===== src/rtl/simon_datapath.sv =====
`timescale 1ns/1ps
// Simon datapath: switch synchronizer, pattern memory, stored-count n and playback index i.
// Latency: switches reach sync_pat after SYNC_STAGES edges; strobes act on the next edge; status outputs are combinational.
// Backpressure: none; the control FSM sequences every strobe, and the datapath responds in one cycle.
module simon_datapath #(
  parameter int PATTERN_W   = 4,
  parameter int DEPTH       = 64,
  parameter int SYNC_STAGES = 2
) (
  input  logic                 clk,
  input  logic                 rst,
  input  logic [PATTERN_W-1:0] pattern,
  input  logic                 clear_i,
  input  logic                 increment_i,
  input  logic                 increment_n,
  input  logic                 write_pattern,
  input  logic                 input_led_pattern,
  output logic                 valid_input,
  output logic                 valid_repeat,
  output logic                 seq_remain,
  output logic [PATTERN_W-1:0] pattern_leds
);

  // n and i can reach DEPTH itself, so they need one bit more than the address.
  localparam int CW = $clog2(DEPTH) + 1;
  localparam int AW = CW - 1;
  localparam logic [CW-1:0] DEPTH_C = CW'(DEPTH);
  localparam logic [CW:0]   ONE_X   = (CW+1)'(1);

  logic [PATTERN_W-1:0] sync_q [SYNC_STAGES];
  logic [PATTERN_W-1:0] sync_d [SYNC_STAGES];
  logic [PATTERN_W-1:0] sync_pat;

  logic [PATTERN_W-1:0] mem_q [DEPTH];
  logic                 mem_we;
  logic [PATTERN_W-1:0] mem_rd;

  logic [CW-1:0] n_q, n_d;
  logic [CW-1:0] i_q, i_d;
  logic          not_full;
  logic [CW:0]   i_plus1_x;

  // Shift chain for the asynchronous switches; only the last stage is used downstream.
  always_comb begin
    sync_d[0] = pattern;
    for (int k = 1; k < SYNC_STAGES; k++) begin
      sync_d[k] = sync_q[k-1];
    end
  end

  // Synchronizer flops, cleared on reset so the cleared value reads as "no valid switch".
  always_ff @(posedge clk or negedge rst) begin
    if (!rst) begin
      for (int k = 0; k < SYNC_STAGES; k++) begin
        sync_q[k] <= '0;
      end
    end else begin
      for (int k = 0; k < SYNC_STAGES; k++) begin
        sync_q[k] <= sync_d[k];
      end
    end
  end

  assign sync_pat  = sync_q[SYNC_STAGES-1];
  assign not_full  = (n_q < DEPTH_C);
  assign i_plus1_x = {1'b0, i_q} + ONE_X;
  assign mem_rd    = mem_q[i_q[AW-1:0]];

  // Counter next-state: n saturates at DEPTH; clear beats increment; i wraps to 0 past the last entry.
  always_comb begin
    n_d    = n_q;
    i_d    = i_q;
    mem_we = write_pattern && not_full;
    if (increment_n && not_full) begin
      n_d = n_q + CW'(1);
    end
    if (clear_i) begin
      i_d = '0;
    end else if (increment_i) begin
      if (i_plus1_x >= {1'b0, n_q}) begin
        i_d = '0;
      end else begin
        i_d = i_q + CW'(1);
      end
    end
  end

  // Counter registers.
  always_ff @(posedge clk or negedge rst) begin
    if (!rst) begin
      n_q <= '0;
      i_q <= '0;
    end else begin
      n_q <= n_d;
      i_q <= i_d;
    end
  end

  // Pattern memory: the write address is the pre-increment n. Contents survive reset but are unreachable while n is 0.
  always_ff @(posedge clk) begin
    if (mem_we) begin
      mem_q[n_q[AW-1:0]] <= sync_pat;
    end
  end

  // Status outputs and LED mux back to the control FSM.
  always_comb begin
    valid_input  = $onehot(sync_pat) && not_full;
    valid_repeat = (n_q != '0) && (i_q < n_q) && (sync_pat == mem_rd);
    seq_remain   = (i_plus1_x < {1'b0, n_q});
    pattern_leds = input_led_pattern ? sync_pat : mem_rd;
  end

endmodule


===== config.mk =====
export PLATFORM = sky130hd
export DESIGN_NAME = simon_datapath
export DESIGN_NICKNAME = d
export VERILOG_FILES = /design/src/rtl/simon_datapath.sv
export SDC_FILE = /design/constraint.sdc
export NUM_CORES = 1
export LEC_CHECK = 0
export BUFFER_PORTS_ARGS = -buffer_cell sky130_fd_sc_hd__buf_2
export CAP_MARGIN = 20
export CORE_MARGIN = 3
export CORE_UTILIZATION = 64
export DETAILED_ROUTE_END_ITERATION = 6
export GPL_TIMING_DRIVEN = 0
export PLACE_DENSITY = 0.85
export SETUP_SLACK_MARGIN = 0.02
export SLEW_MARGIN = 25
export SYNTH_ARGS = -nofsm -noshare
export SYNTH_HDL_FRONTEND = slang
export SYNTH_SLANG_ARGS = --single-unit

===== constraint.sdc =====
create_clock -name clk -period 6.48 [get_ports clk]
set_input_delay 0.324 -clock clk [delete_from_list [all_inputs] [get_ports clk]]
set_output_delay 0.324 -clock clk [all_outputs]
set_load 0.01 [all_outputs]

==> metrics.md <==
| Metric | Value |
|---|---|
| Status | finished, violations left |
| Failing checks | design-rule violations |
| Cell variety after synth | 48 |
| Total congestion overflow | 0 |
| Async set or reset register ratio after synthesis | 7.91% |
| CTS tree | built |
| Final-stage net count | 752 |
| Class of the most critical hold timing path | in -> reg |
| Gp weighted congestion | 0.885 |
| GR met3 Demand/Resource | 7.20% |
| # rows | 48 |
| Horizontal die dimension | 140 um |
| Number of fill cells in the layout | 950 |
| Yosys synthesis warning count | 0 |
| Pin count of the biggest net entering global routing | 48 |
| Area leader, netlist | edfxtp_1 |
| Largest buffer count on any clock path | 3 |
| Crit path arrival time | 5240 ps |
| Placed instance area | 12,000 um2 |
| Global route hottest layer | met2 |
| CP required | 6900 ps |
| Kind of start point of the critical path | flip-flop |
| Syn_area_per_cell | 17.3 um2 |
| Largest cells by area after synthesis | edfxtp_1, mux4_2, dfrtp_1, nor2_1, mux2i_1 |
| Die outline area | 19,700 um2 |
| Transition at the pin with the smallest max-transition slack | 944 ps |
| Worst Setup Slack post-DPL | 1980 ps |
| CP endpoint kind | flip-flop |
| Hold Buf Count CTS | 5 |
| Total nets after synthesis | 697 |
| Vert. Die Dim | 140 um |
| Highest achievable clock rate | 207 MHz |
| Met2 usage in global routing | 46.7% |
| Final WS setup | 1660 ps |
| Post-CTS clock slew at the launch and capture registers of the worst setup and hold paths | 70 ps |
| Number of DRC violations after detailed-routing iteration 0 | 1,276 |
| Sequential-to-total area share from yosys stat | 71.3% |
| Minimum clock period after layout | 4820 ps |
| Antenna-violating nets left | 0 |
| Leading cell types in the layout, fill and taps excluded | edfxtp_1, nor2_1, mux4_2 |
| DR vias/cell | 7.31 |
| Leading cell type in the layout, fill and taps excluded | edfxtp_1 |
| Total leakage power | 4.21 nW |
| Initial core utilization | 66.1% |
| Post-route total power | 3.64 mW |
| Final std cells w/o fill | 966 |
| Area of the placeable core | 17,500 um2 |
| Final max-slew violation count | 0 |
| N_diodes | 0 |
| Detailed Routing Iterations Pass 1 | 7 |
| Number of H-tree levels | 1 |
| Number of hold violations in the final report | 0 |
| Rel. slew slack | 37.1% |
| Average wire length per cell after detail routing | 30.5 um |
| Setup repair after global routing missed its margin | no |
| Synthesized instance count | 666 |
| GR Util met1 | 41.5% |
| Worst-skew pair later-pin latency | 540 ps |
| Post-cts repair resize count | 0 |
| HPWL after detailed placement | 18.0 mm |
| Via count of the first global-routing pass | 7,010 |
| Setup tns final | 0 ps |
| Core Util, Final | 73.6% |
| Boundary Pins | 18 |
| Total Routed Length | 29.5 mm |
| Period utilization | 74.4% |
| Clk sinks | 278 |
| Clock root buffer | clkbuf_16 |
| Count of flip-flops with a built-in enable after synthesis | 256 |
| Post-synth top area share | 66.5% |
| Total Routing Usage GR | 30.3% |
| Max-cap violations | 0 |
| Worst-case vdd ir drop | 0.000261 V |
| Number of buffers inserted by port buffering | 17 |
| Number of buffers created by CTS | 27 |
| Placed cell count | 912 |
| Crit path kind | reg -> reg |
| Detailed-route via count | 7,060 |
| Post-CTS Setup Bufs | 0 |
| Worst-path fanout max | 10 |
| Synthesized area | 11,600 um2 |
| Worst clock skew on the final layout | 14.3 ps |
| DRC violations left | 2 |
| Dominant register cell in the synthesized netlist | edfxtp_1 |
| Layout Cell Area excl Fill | 12,900 um2 |
| Number of antenna violations at the first check in global routing | 0 |
| Fraction of final layout cells with drive strength greater than 1 | 18.2% |
| First-pass GRT wire length | 44.2 mm |
| Layout-stage area growth over the synthesis result | 11.3% |
| Power per cell area | 283 nW/um2 |
| Number of setup violations in the final report | 0 |
| Worst-case hold slack | 116 ps |
| Flip-flop and latch count after synthesis | 278 |
## cell families after synthesis
logic type,synth area share (%)
simple gates,5.61
fa+ha+maj,2.23
xor+xnor,0.910
buf+inv,2.01
mux,13.3
compound gates,4.60
flops,71.3
## report_power, final
part,leakage (nW),internal (mW),switching [mW]
registers,2.57,1.96,0.0131
logic,1.25,0.0880,0.121
clock network,0.391,0.801,0.655
total,4.21,2.85,0.789
## flip-flops by register name, indices dropped and copies added, names as in the netlist
name	count
mem_q	256
sync_pat	4
sync_d	4
n_q	7
i_q	7
## cell type report
class | count | area [um2] | share of cell area (%)
multi-input cells | 340 | 3080 | 24.0
plain buffers | 27 | 154 | 1.20
repair buffers | 26 | 215 | 1.67
clock buffers | 32 | 694 | 5.40
inverters | 21 | 78.8 | 0.613
clock inverters | 17 | 105 | 0.818
flip-flops and latches | 278 | 8240 | 64.1
well taps | 225 | 282 | 2.19
## worst paths after layout
| check | startpoint | end | slack [ps] | cells past startpoint |
|---|---|---|---|---|
| max in group asynchronous | rst | sync_pat[0]$_DFF_PN0_ | 5800 | 2 |
| hold / removal | increment_n | n_q[4]$_DFFE_PN0P_ | 120 | 3 |
| setup reg to reg | i_q[1]$_DFFE_PN0P_ | i_q[4]$_DFFE_PN0P_ | 1660 | 15 |
| min in group asynchronous | rst | n_q[6]$_DFFE_PN0P_ | 290 | 2 |
| setup / recovery | i_q[1]$_DFFE_PN0P_ | i_q[4]$_DFFE_PN0P_ | 1660 | 15 |
| hold reg to reg | sync_d[3]$_DFF_PN0_ | sync_pat[3]$_DFF_PN0_ | 350 | 0 |
## worst max-delay path, stage by stage (launching register included)
cell,delay (ps)
dfrtp_1,390
buf_2,260
buf_2,430
buf_2,390
buf_1,680
and2_1,340
nand4_1,150
xnor2_1,290
ha_1,310
a21o_1,160
a21oi_1,150
o221a_2,210
nand4b_1,390
a21oi_1,240
o21ai_0,150
o31ai_1,140
## cell usage after synthesis, types with 9 or more instances
| master | count |
|---|---|
| nor2_1 | 78 |
| mux4_2 | 54 |
| nand3_1 | 14 |
| nand2_1 | 26 |
| o221ai_1 | 13 |
| o21ai_0 | 12 |
| clkbuf_1 | 11 |
| ha_1 | 19 |
| xnor2_1 | 9 |
| mux2i_1 | 28 |
| inv_1 | 20 |
| edfxtp_1 | 256 |
| dfrtp_1 | 22 |
| a21oi_1 | 14 |
## metal layers
layer,routed length [um],vias up
met5,0,-
met4,1810,0
met3,3840,159
met2,13900,678
met1,9990,3463
li1,-,2760
Note: power is estimated with default switching activity, not from simulation.
